[config.mk]
export PLATFORM = sky130hd
export DESIGN_NAME = ifu
export DESIGN_NICKNAME = d
export VERILOG_FILES = /design/src/rtl/ifu.sv
export SDC_FILE = /design/constraint.sdc
export NUM_CORES = 1
export LEC_CHECK = 0
export CAP_MARGIN = 20
export CORE_AREA = 4 4 139 141
export DETAILED_ROUTE_END_ITERATION = 10
export DIE_AREA = 0 0 143 145
export PLACE_DENSITY = 0.68
export SLEW_MARGIN = 25
export SYNTH_ARGS = -nofsm -noshare
export SYNTH_HDL_FRONTEND = slang
export SYNTH_SLANG_ARGS = --single-unit
[constraint.sdc]
create_clock -name clk_i -period 3.74 [get_ports clk_i]
set_input_delay 1.122 -clock clk_i [delete_from_list [all_inputs] [get_ports clk_i]]
set_output_delay 1.122 -clock clk_i [all_outputs]
set_load 0.02 [all_outputs]
[src/rtl/ifu.sv]
// Instruction fetch unit: keeps the PC, issues one outstanding instruction-memory
// request at a time and buffers each response for the if_id handshake.
module ifu #(
    parameter logic [31:0] BOOT_ADDR = 32'h0000_0000,
    parameter logic [31:0] INST_NOP  = 32'h0000_0013,
    parameter int          HOLD_W    = 3
) (
    input  logic              clk_i,
    input  logic              rst_i,
    input  logic              jump_flag_i,
    input  logic [31:0]       jump_addr_i,
    input  logic [HOLD_W-1:0] hold_flag_i,
    input  logic [7:0]        int_flag_i,
    output logic              mem_req_o,
    output logic [31:0]       mem_addr_o,
    input  logic              mem_gnt_i,
    input  logic              mem_rvalid_i,
    input  logic [31:0]       mem_rdata_i,
    output logic [31:0]       inst_o,
    output logic [31:0]       inst_addr_o,
    output logic              inst_addr_next_type_o,
    output logic [7:0]        int_flag_o,
    output logic              instr_ready_o,
    input  logic              instr_req_i
);

    localparam logic [1:0] S_IDLE = 2'd0;
    localparam logic [1:0] S_REQ  = 2'd1;
    localparam logic [1:0] S_WAIT = 2'd2;

    logic [1:0]  state_q, state_d;
    logic [31:0] pc_q, pc_d;
    logic        discard_q, discard_d;
    logic        buf_vld_q, buf_vld_d;
    logic [31:0] inst_q, inst_d;
    logic [31:0] inst_addr_q, inst_addr_d;
    logic        next_type_q, next_type_d;
    logic [7:0]  int_flag_q, int_flag_d;

    logic        xfer, granted, resp, accept, is_jal;
    logic [31:0] jal_imm;

    always_comb begin
        xfer    = buf_vld_q & instr_req_i;
        granted = (state_q == S_REQ) & mem_gnt_i;
        resp    = (state_q == S_WAIT) & mem_rvalid_i;
        accept  = resp & ~discard_q & ~jump_flag_i;
        is_jal  = (mem_rdata_i[6:0] == 7'b1101111);
        jal_imm = {{11{mem_rdata_i[31]}}, mem_rdata_i[31], mem_rdata_i[19:12],
                   mem_rdata_i[20], mem_rdata_i[30:21], 1'b0};

        state_d     = state_q;
        pc_d        = pc_q;
        discard_d   = discard_q;
        buf_vld_d   = buf_vld_q;
        inst_d      = inst_q;
        inst_addr_d = inst_addr_q;
        next_type_d = next_type_q;
        int_flag_d  = int_flag_q;

        case (state_q)
            S_IDLE:  if (hold_flag_i == '0 && (!buf_vld_q || xfer)) state_d = S_REQ;
            S_REQ:   if (mem_gnt_i) state_d = S_WAIT;
            S_WAIT:  if (mem_rvalid_i) state_d = S_IDLE;
            default: state_d = S_IDLE;
        endcase

        if (resp) discard_d = 1'b0;
        if (xfer) buf_vld_d = 1'b0;

        if (accept) begin
            buf_vld_d   = 1'b1;
            inst_d      = mem_rdata_i;
            inst_addr_d = pc_q;
            int_flag_d  = int_flag_i;
            next_type_d = is_jal;
            pc_d        = is_jal ? pc_q + jal_imm : pc_q + 32'd4;
        end

        // A response landing in the jump cycle is simply dropped, so only a
        // still-pending request needs to be marked for discard.
        if (jump_flag_i) begin
            pc_d      = jump_addr_i;
            buf_vld_d = 1'b0;
            if (granted || (state_q == S_WAIT && !mem_rvalid_i)) discard_d = 1'b1;
        end
    end

    always_ff @(posedge clk_i or posedge rst_i) begin
        if (rst_i) begin
            state_q     <= S_IDLE;
            pc_q        <= BOOT_ADDR;
            discard_q   <= 1'b0;
            buf_vld_q   <= 1'b0;
            inst_q      <= INST_NOP;
            inst_addr_q <= 32'd0;
            next_type_q <= 1'b0;
            int_flag_q  <= 8'd0;
        end else begin
            state_q     <= state_d;
            pc_q        <= pc_d;
            discard_q   <= discard_d;
            buf_vld_q   <= buf_vld_d;
            inst_q      <= inst_d;
            inst_addr_q <= inst_addr_d;
            next_type_q <= next_type_d;
            int_flag_q  <= int_flag_d;
        end
    end

    assign mem_req_o             = (state_q == S_REQ);
    assign mem_addr_o            = pc_q;
    assign inst_o                = inst_q;
    assign inst_addr_o           = inst_addr_q;
    assign inst_addr_next_type_o = next_type_q;
    assign int_flag_o            = int_flag_q;
    assign instr_ready_o         = buf_vld_q;

endmodule
=== Yosys cells after proc, flatten, opt, wreduce, memory -nomap -nowiden ===
Index checks and enable logic that the tools add are counted.

* Add/sub/neg operators: 2
* Eq/ne operators: 6
* Muxes and demuxes: 13
* Bitwise logic cells: 7
* Reductions and logical operators: 11

{| class="wikitable"
|+ Operator list
! cell !! count
|-
| $mux W32 || 3
|-
| $add A32 B3 Y32 const B || 1
|-
| $add A32 B32 Y32 || 1
|-
| $eq A7 B7 Y1 const B || 1
|-
| $mux W1 || 6
|-
| $mux W2 || 3
|-
| $pmux W2 S3 || 1
|-
| $and A1 B1 Y1 || 5
|-
| $ne A2 B2 Y1 const B || 2
|-
| $logic_not A3 Y1 || 1
|-
| $reduce_and A3 Y1 || 1
|-
| $reduce_bool A3 Y1 || 1
|-
| $eq A2 B1 Y1 const B || 1
|-
| $eq A2 B2 Y1 const B || 1
|-
| $logic_and A1 B1 Y1 || 2
|-
| $logic_not A1 Y1 || 2
|-
| $logic_not A2 Y1 || 1
|-
| $logic_or A1 B1 Y1 || 2
|-
| $ne A2 B1 Y1 const B || 1
|-
| $not A1 Y1 || 2
|-
| $reduce_bool A2 Y1 || 1
|}

* Flip-flop bits (word level): 109
* Word-level logic and storage cells: 47

=== Depth between registers and ports, before layout ===
* Depth in word-level cells: 6
* Depth in mapped cells: 12
* Mapped depth without buffers: 12

=== Worst setup path after synthesis ===
OpenSTA, ideal clock, no wires.

* Path type: input to register
* From: input port mem_rdata_i[21]
* To: register pc_q[23] (netlist: mem_addr_o[23])
* Arrival: 3244 ps
* Data required time: 3614 ps
* Slack: 370 ps
* Stages: 11
* Path buffers: 0
* Cell sequence: ha_1 inv_1 fa_1 nor2b_1 o2111ai_1 a21boi_4 nor2_2 o31ai_2 xor2_1 a22o_1 a221o_1

* Word-level cells in the longest chain between the ends: 4

{| class="wikitable"
|+ RTL lines
! what !! line !! source
|-
| start, declared || 18 || <nowiki>input logic [31:0] mem_rdata_i,</nowiki>
|-
| $add A32 B32 Y32 || 77 || <nowiki>pc_d = is_jal ? pc_q + jal_imm : pc_q + 32'd4;</nowiki>
|-
| $mux W32 || 77 ||
|-
| $mux W32 || 71 || <nowiki>if (accept) begin</nowiki>
|-
| $mux W32 || 82 || <nowiki>if (jump_flag_i) begin</nowiki>
|-
| end signal, assigned || 101 || <nowiki>pc_q <= pc_d;</nowiki>
|-
| end, declared || 32 || <nowiki>logic [31:0] pc_q, pc_d;</nowiki>
|}

Every way passes these cells. The select of a mux whose other input is x is not followed.
A chain may end at the register's enable or synchronous reset.

=== Worst setup path in the final report ===
* From: input port mem_rdata_i[13]
* To: register pc_q[19] (netlist: mem_addr_o[19])

The elaborated chain is that of the path after synthesis.

==> metrics.md <==
| Metric | Value |
|---|---|
| DR WL/cell | 17.24 um |
| Initial antenna violation count | 0 |
| CTS tree | built |
| Post-synth EDFFs | 0 |
| DR vias | 6204 |
| Gr ovfl total | 0 |
| Critical path depth | 11 |
| Family with the most delay on the worst path | compound AO/OA/AOI/OAI gates |
| Reg2reg path depth | 11 |
| Drt pass-1 iters | 4 |
| DP Area | 0.009298 mm^2 |
| Pin count of the biggest net entering global routing | 110 |
| Hold Slack | 0.5012 ns |
| Netlist cell types | 75 |
| Critical path's largest stage delay | 0.46 ns |
| Worst setup EP type | flop |
| Slowest cell on the critical path | clkdlybuf4s50_1 |
| Slew HR | 57.07% |
| Area of the mapped netlist | 0.006789 mm^2 |
| Global-route wire length before repair | 32900 um |
| Resized Gates After CTS | 0 |
| Peak supply drop | 322.6 uV |
| DR DRC count | 0 |
| Die Ht | 145 um |
| Avg Cell Area, Syn | 9.657 um^2 |
| Worst slack, placed | -0.2861 ns |
| Final Hold Vio Count | 0 |
| Synthesized flop and latch total | 109 |
| Fill cells | 1672 |
| Tot Pwr | 5438 uW |
| Async set or reset register ratio after synthesis | 100.0% |
| Fin area | 0.009667 mm^2 |
| R2R setup slack | 0.94 ns |
| Clk slew on worst S/H paths | 0.07 ns |
| # diodes | 0 |
| IO Port Bufs | 187 |
| Post-synth top area share | 39.07% |
| Layout Cells excl Fill | 1160 |
| Final ANT Viol Nets | 0 |
| Final Max Slew Viols | 0 |
| Predominant post-synthesis flop cell | dfrtp_1 |
| Top-count cell post-synth | dfrtp_1 |
| DP HPWL | 14720 um |
| Max-Cap Viols | 0 |
| H-tree levels | 3 |
| Placed insts | 1144 |
| Area growth syn-to-layout | 42.39% |
| Hold_buf cts | 0 |
| Die Wd | 143 um |
| Nets@finish | 1039 |
| CP Launch Type | input pin |
| Bufs on Longest Clock Path | 2 |
| Max Freq | 0.2810 GHz |
| Synth warnings | 0 |
| CP max FO | 7 |
| Final setup fails | 0 |
| Clock Skews | 0.007215 ns |
| Top cells by area, synth | dfrtp_1 (39%), mux2_2 (12%), ha_1 (5.7%) |
| Root buffer cell | clkbuf_16 |
| CTS Buf Count | 9 |
| DIE AREA | 0.02074 mm^2 |
| Critical Path RT | 4.01 ns |
| Rows | 49 |
| Run status | complete, no violations |
| PnR worst setup slack | 0.1811 ns |
| DRT Wirelength | 20000 um |
| Core ar. | 0.01796 mm^2 |
| Worst r2r src | mem_addr_o[3] |
| Share of cells above drive strength 1 | 19.44% |
| Placer congestion estimate | 0.9001 |
| Worst-skew pair later-pin latency | 0.36 ns |
| Synth top cells by count | dfrtp_1 (106), mux2_2 (74), a21oi_1 (63) |
| Pwr Density | 562.5 mW/mm^2 |
| Critical Path, Cell by Cell | clkdlybuf4s50_1, ha_1, and3_4, buf_4, a311o_1, nor2_2, nor2_1, a311oi_1, xnor2_1, nand2_1, a32oi_1 |
| Setup bufs post-CTS | 0 |
| Syn_nets | 816 |
| Storage element area | 0.002731 mm^2 |
| Drt initial violations | 353 |
| Crit path from | mem_rdata_i[13] |
| Syn Inst Count | 703 |
| GRT Util Overall | 19.55% |
| Critical path type | input pin to flop |
| Setup crit end | mem_addr_o[19] |
| Vias in the first global route | 6455 |
| Worst Path Buf+Inv | 2 |
| Drt via density | 5.348 |
| RSZ-0062 raised after global routing | no |
| Post-synthesis sequential area ratio | 40.23% |
| Clock Sinks | 109 |
| IO Count | 188 |
| Starting Density | 37.79% |
| Slew @ Worst Pin | 0.6439 ns |
| Area of the multi-input gates | 0.003859 mm^2 |
| Leakage | 0.004080 uW |
| Minimum clock period | 3.559 ns |
| Crit path DAT | 3.83 ns |
| Leading area contributor after synthesis | dfrtp_1 |
| RR Endpoint | mem_addr_o[30] |
| Fin crit share | 95.16% |
| Worst hold path type | flop to flop |
-- worst min path at each step --
stage	start	end	slack, ns	cells after the start
after floorplan	state_q[1]	state_q[0]	0.46	1
after global placement	state_q[1]	state_q[0]	0.49	1
after detailed placement	state_q[1]	state_q[0]	0.49	1
after CTS	state_q[1]	state_q[0]	0.50	1
after global routing	inst_o[9]	inst_o[9]	0.51	1
final	state_q[1]	state_q[0]	0.50	1
-- cell families after synthesis --
group,share of synthesized area (%)
multiplexers,13.01
buffers and inverters,3.373
flip-flops,40.23
adder cells (fa/ha/maj),6.008
AO/OA/AOI/OAI,19.76
XOR/XNOR,2.838
AND/OR/NAND/NOR,14.78
-- final cells by class --
cell class / instances / area share (%)
Multi-Input combinational cell: 541 / 39.92
Tap cell: 229 / 2.964
Sequential cell: 109 / 28.26
Timing Repair Buffer: 247 / 24.49
Inverter: 18 / 0.7378
Clock inverter: 4 / 0.9837
Clock buffer: 12 / 2.653
-- cell usage in the layout, fill, tap and decap left out, types with 3 or more instances in the layout --
| cell type | Yosys | final |
|---|---|---|
| o21ai_1 | 12 | 12 |
| a311oi_1 | 3 | 3 |
| o22ai_1 | 8 | 8 |
| inv_1 | 18 | 17 |
| mux2i_1 | 5 | 5 |
| a211oi_1 | 8 | 8 |
| and2_1 | 7 | 7 |
| nor2b_1 | 6 | 5 |
| buf_4 | 0 | 56 |
| dfstp_2 | 3 | 3 |
| bufinv_16 | 0 | 3 |
| dfrtp_1 | 106 | 106 |
| xnor2_1 | 16 | 16 |
| nand3_1 | 18 | 18 |
| a21o_1 | 10 | 10 |
| nand2_1 | 53 | 53 |
| clkdlybuf4s50_1 | 0 | 186 |
| and3_1 | 15 | 15 |
| nor3_1 | 14 | 13 |
| a31oi_1 | 12 | 12 |
| mux2_2 | 74 | 74 |
| buf_12 | 0 | 4 |
| nor2_1 | 50 | 49 |
| o211ai_1 | 7 | 7 |
| and4_4 | 3 | 3 |
| ha_1 | 31 | 31 |
| clkbuf_16 | 0 | 9 |
| o21ai_0 | 48 | 48 |
| or3_1 | 3 | 3 |
| a32oi_1 | 4 | 4 |
| nand4_1 | 6 | 6 |
| xor2_1 | 6 | 6 |
| nand2b_1 | 6 | 6 |
| a21oi_1 | 63 | 63 |
-- worst reg2reg max path: stages, from the launching register on --
cell and delay [ns]:
dfrtp_1 0.50, ha_1 0.38, buf_4 0.14, o21ai_0 0.21, o21ai_1 0.13, nand3_2 0.11, nand4_2 0.14, a41oi_2 0.29
o21ai_2 0.13, a221oi_2 0.27, xor2_1 0.21, o221ai_1 0.15
-- sequential cells by signal, indices dropped and copies added (netlist names) --
register,flops
discard_q,1
inst_addr_next_type_o,1
inst_addr_o,32
inst_o,32
instr_ready_o,1
int_flag_o,8
mem_addr_o,32
state_q,2
-- power by group --
| part | internal, uW | total [uW] | leakage, uW | switching [uW] |
|---|---|---|---|---|
| sequential | 1580 | 1840 | 0.00137 | 253 |
| combinational | 1290 | 2460 | 0.00254 | 1160 |
| clock | 692 | 1150 | 0.000173 | 454 |
| total | 3570 | 5440 | 0.00408 | 1870 |
-- per-layer routing --
layer  up-vias  track usage (%)  routed length, um
met2       169            32.66               9672
met4         0            5.894                387
met1      2973            24.64               8632
met3        23            5.298               1306
met5         -                0                  0
li1       3039                -                  -
-- stage by stage --
stage	utilization, %	TNS [ns]
2_1_floorplan	-	0
3_3_place_gp	51.76	-1.573
3_5_place_dp	51.76	-1.799
4_1_cts	53.72	0
5_1_grt	53.81	0
6_report	53.81	0
Power figures use the tool's default switching activity.
